`src/rtl/audio_packet_scheduler.sv`:
```
// Drains the audio sample buffer into packets of up to four samples, then holds
// each packet for the data-island arbiter until it has been serialized.
module audio_packet_scheduler #(
  parameter int BUFFER_SIZE = 16,
  parameter int BIT_WIDTH   = 16,
  parameter int CHANNELS    = 2,
  parameter int HIGH_WATER  = 12
) (
  input  logic                         clk_pixel,
  input  logic                         reset,
  input  logic [$clog2(BUFFER_SIZE)-1:0] remaining,
  input  logic [BIT_WIDTH-1:0]         audio_head [CHANNELS-1:0],
  output logic                         sample_pop,
  output logic                         packet_request,
  input  logic                         packet_grant,
  input  logic                         packet_done,
  output logic [BIT_WIDTH-1:0]         packet_samples [3:0][CHANNELS-1:0],
  output logic [3:0]                   sample_present,
  output logic [15:0]                  packets_sent,
  output logic                         buffer_high
);

  typedef enum logic [1:0] {
    IDLE    = 2'd0,
    GATHER  = 2'd1,
    REQUEST = 2'd2,
    SEND    = 2'd3
  } state_t;

  state_t     state, state_next;
  logic [2:0] count;
  logic [2:0] count_inc;
  logic       buf_empty;

  assign buf_empty = (remaining == '0);

  always_comb begin
    state_next = state;
    sample_pop = 1'b0;
    count_inc  = count;
    case (state)
      IDLE: begin
        if (!buf_empty) state_next = GATHER;
      end
      GATHER: begin
        sample_pop = !buf_empty && (count < 3'd4);
        count_inc  = count + {2'b00, sample_pop};
        // The fourth pop and the hand-off to REQUEST share one edge.
        if (count_inc == 3'd4 || (buf_empty && count != 3'd0)) state_next = REQUEST;
      end
      REQUEST: begin
        if (packet_grant) state_next = SEND;
      end
      SEND: begin
        if (packet_done) state_next = IDLE;
      end
      default: state_next = IDLE;
    endcase
    if (reset) sample_pop = 1'b0;
  end

  always_ff @(posedge clk_pixel) begin
    if (reset) begin
      state          <= IDLE;
      count          <= '0;
      sample_present <= '0;
      packet_request <= 1'b0;
      packets_sent   <= '0;
      buffer_high    <= 1'b0;
      for (int unsigned i = 0; i < 4; i++) begin
        for (int unsigned ch = 0; ch < CHANNELS; ch++) begin
          packet_samples[i][ch] <= '0;
        end
      end
    end else begin
      state          <= state_next;
      packet_request <= (state_next == REQUEST);
      if (32'(remaining) >= HIGH_WATER) buffer_high <= 1'b1;
      case (state)
        IDLE: begin
          // sample_present survives SEND so late readers still see it.
          if (state_next == GATHER) begin
            count          <= '0;
            sample_present <= '0;
          end
        end
        GATHER: begin
          if (sample_pop) begin
            for (int unsigned ch = 0; ch < CHANNELS; ch++) begin
              packet_samples[count[1:0]][ch] <= audio_head[ch];
            end
            sample_present[count[1:0]] <= 1'b1;
            count                      <= count_inc;
          end
        end
        SEND: begin
          if (packet_done) packets_sent <= packets_sent + 16'd1;
        end
        default: ;
      endcase
    end
  end

endmodule
```
`config.mk`:
```
export PLATFORM = sky130hd
export DESIGN_NAME = audio_packet_scheduler
export DESIGN_NICKNAME = d
export VERILOG_FILES = /design/src/rtl/audio_packet_scheduler.sv
export SDC_FILE = /design/constraint.sdc
export NUM_CORES = 1
export LEC_CHECK = 0
export CORE_UTILIZATION = 51
export CTS_BUF_LIST = sky130_fd_sc_hd__clkbuf_2
export DETAILED_ROUTE_END_ITERATION = 8
export PLACE_DENSITY = 0.88
export SLEW_MARGIN = 20
export SYNTH_ARGS = -nofsm -noshare
export SYNTH_HDL_FRONTEND = slang
export SYNTH_SLANG_ARGS = --single-unit
```
`constraint.sdc`:
```
create_clock -name clk_pixel -period 3 [get_ports clk_pixel]
set_input_delay 0.45 -clock clk_pixel [delete_from_list [all_inputs] [get_ports clk_pixel]]
set_output_delay 0.45 -clock clk_pixel [all_outputs]
set_load 0.1 [all_outputs]
```
==> key figures <==
Critical path
  – R2R cell count: 5
  – Worst-path cell chain: nor4b_4 -> buf_4 -> and2_1 -> buf_12
  – R2r startpoint: state[0]
  – Crit path required time: 2.55 ns
  – Crit path max fanout: 9
  – WP data arrival: 2.27 ns
  – Crit Path Class: flop to primary output
  – Worst setup endpoint: sample_pop
  – Max incr delay on CP: approximately 0.55 ns
  – Crit end category: primary output
  – CP max-delay cell: dfxtp_1
  – Worst r2r dst: packet_samples[114]
  – Crit start category: flop
  – Critical path startpoint: state[0]
  – Worst R2R Setup Slack: between 0.8 and 0.9 ns

Detailed routing
  – Initial DRC Count: ~400
  – Residual DRC: 0
  – Avg WL per Cell: 15.3 um
  – DRT Wirelength: 15900 um
  – First-pass DRT Iterations: 5
  – Post-DR vias/cell: 5.34
  – Routed Antenna Nets: 0
  – Via Count: between 5k and 6k

Synthesis
  – Ys Warns: 0
  – Count of different cell masters after synthesis: 40
  – Yosys top cell area share: 54.5%
  – Mean post-synth cell area: 8.03 um^2
  – Syn Inst Count: 709
  – Synth top area cells: dfxtp_1 55%, nand2_1 17%, a21oi_1 12%, buf_2 2.4%, clkbuf_1 1.4%
  – Seq cells post-synth: 155
  – Syn_nets: approximately 750
  – Synthesized cell area: around 5700 um^2
  – Seq/Total Area, Yosys: 54.5%
  – Synth area leader: dfxtp_1

Clock tree
  – Insertion delay to the later sink of the worst-skew pair: between 0.7 and 0.8 ns
  – Post-CTS Repair Setup Buffers: 0
  – H-tree Lvls: 4
  – Root buffer cell: clkbuf_2
  – Clock buffer depth: 2
  – Clock sinks: 155
  – Number of CTS-inserted buffers: 17
  – CTS tree: built
  – Cts repair resizes: 0
  – Hold buffers post-CTS: 0
  – Clock transition at path regs: 0.20 ns

Placement
  – HPWL after DPL: 11000 um
  – Input/output buffers: 190
  – GPL Wtd Cong: 0.834
  – Placed cell area: 7340 um^2
  – Placed Cells: between 1k and 1.5k
  – DP Worst Slack: ~0.15 ns

Timing
  – Slew @ Worst Pin: between 0.8 and 0.9 ns
  – Fin worst setup slack: 0.281 ns
  – Relative slew margins: 40.7%
  – Fin. Hold Viols: 0
  – Setup Skew: 0.0295 ns
  – Max Slew Vio Count: 0
  – Unrepaired setup endpoints after global routing: false
  – Final period util: slightly above 90%
  – Final setup fails: 0
  – Setup TNS: 0 ns
  – Highest clock rate: 368 MHz
  – Post-layout minimum cycle time: 2.72 ns

Power and ir drop
  – Max IR drop VDD: 0.000286 V
  – Power density over cell area: around 540 nW/um^2
  – Leakage: 3.03 nW

Floorplanning
  – Number of cell rows: 38
  – Core area: about 11000 um^2
  – Die height: around 110 um
  – Initial Util: 52.5%
  – Die width: 108 um
  – Die area: 11600 um^2
  – Boundary Pins: roughly 190

Outcome
  – Status: complete, no violations

Worst hold path
  – Hold Path Class: input port to flop
  – Hold_sp: reset

Global route
  – First-pass GRT wire length: about 25000 um
  – Overall Global Routing Usage: between 20 and 30%
  – Grt ovf: 0
  – Vias in the first global route: 5134
  – Largest net degree at the start of global routing: 89
  – Initial antenna violation count: 0

Job
  – Max-cap violations: 0

Cells and area
  – Core Util, Final: between 70% and 80%
  – Final nets: 926
  – Syn-to-layout area delta: 34.5%
  – Share of post-route cells with drive strength above 1: 23.1%
  – Ant. Diodes: 0
  – Post-Layout Cell Count: 1036
  – Post-route cell area: 7660 um^2
where the power goes:
part | internal [mW] | switching (mW) | total (mW)
registers | 2.10 | 0.0260 | 2.13
logic | 0.142 | 0.423 | 0.564
clock network | 0.709 | 0.707 | 1.42
through the flow:
stage | power [mW] | hold slack, ns
2_1_floorplan | 2.55 | 0.518
3_3_place_gp | 2.72 | 0.442
3_5_place_dp | 2.73 | 0.447
4_1_cts | 4.13 | 0.200
5_1_grt | 4.23 | 0.226
6_report | 4.11 | 0.257
critical path, delay by kind of cell (launching register included):
kind | cells | cell delay (ns)
buffers and inverters | 2 | 0.39
DFF | 1 | 0.55
and+or+nand+nor | 2 | 0.63
worst min-delay path by stage:
stage,end,slack (ns),depth (start not counted)
4_1_cts,count[2],0.20,5
3_5_place_dp,packet_samples[78],0.45,2
2_1_floorplan,count[0],0.52,2
3_3_place_gp,packet_samples[71],0.44,2
5_1_grt,count[2],0.23,5
6_report,count[2],0.26,5
area by class of cell:
cell class              count  area, um^2
repair buffers            206        1700
inverters                   3        11.3
clock buffers              18        90.1
well taps                 140         175
fillers                   901        3180
flip-flops and latches    155        3100
multi-input cells         500        2350
clock inverters            14         225
logic make-up after synthesis:
family | count (synthesis) | share of synthesized area [%]
buf+inv | 54 | 4.24
mux | 1 | 0.198
compound gates | 156 | 14.5
fa+ha+maj | 3 | 0.659
xor+xnor | 11 | 1.69
flops | 155 | 54.5
simple gates | 329 | 24.2
synthesized netlist by cell type (all sizes together):
cell,n
xnor2,5
a21oi,142
nor3,2
or3,3
nor2,21
clkbuf,22
nor4b,2
nand2b,2
o21a,2
inv,3
nand3,12
and2,1
a21o,2
o21ai,3
o31ai,3
xor2,6
a21boi,1
nor4,3
and3,5
mux2,1
a2111oi,2
and4,2
buf,29
or2,1
nor2b,3
dfxtp,155
ha,3
nand4,5
or4,4
a31oi,1
nand2,263
cells in the final DEF (no fill, tap or decap), types with 4 or more instances in the layout:
master,synthesis,routed
a21oi_1,142,142
and3_1,4,4
buf_12,0,5
buf_4,1,163
bufinv_16,0,6
clkbuf_2,1,18
clkdlybuf4s50_1,0,38
clkinv_2,0,5
dfxtp_1,155,155
nand2_1,263,263
nand3_1,11,11
nand4_1,4,4
nor2_1,21,21
or4_1,4,4
xnor2_1,5,5
xor2_1,6,6
registers in the layout (all words and copies together) (netlist names):
signal,count
packet_samples,128
packets_sent,16
sample_present,4
count,3
state,2
buffer_high,1
packet_request,1
metal layers:
metal	GRT usage, %	vias up	wire length [um]
met5	0	-	0
met2	46.6	225	7870
li1	-	2679	-
met1	32.1	2578	6250
met4	14.8	0	590
met3	7.14	47	1170
No activity file was read; power rests on OpenSTA's default activity.
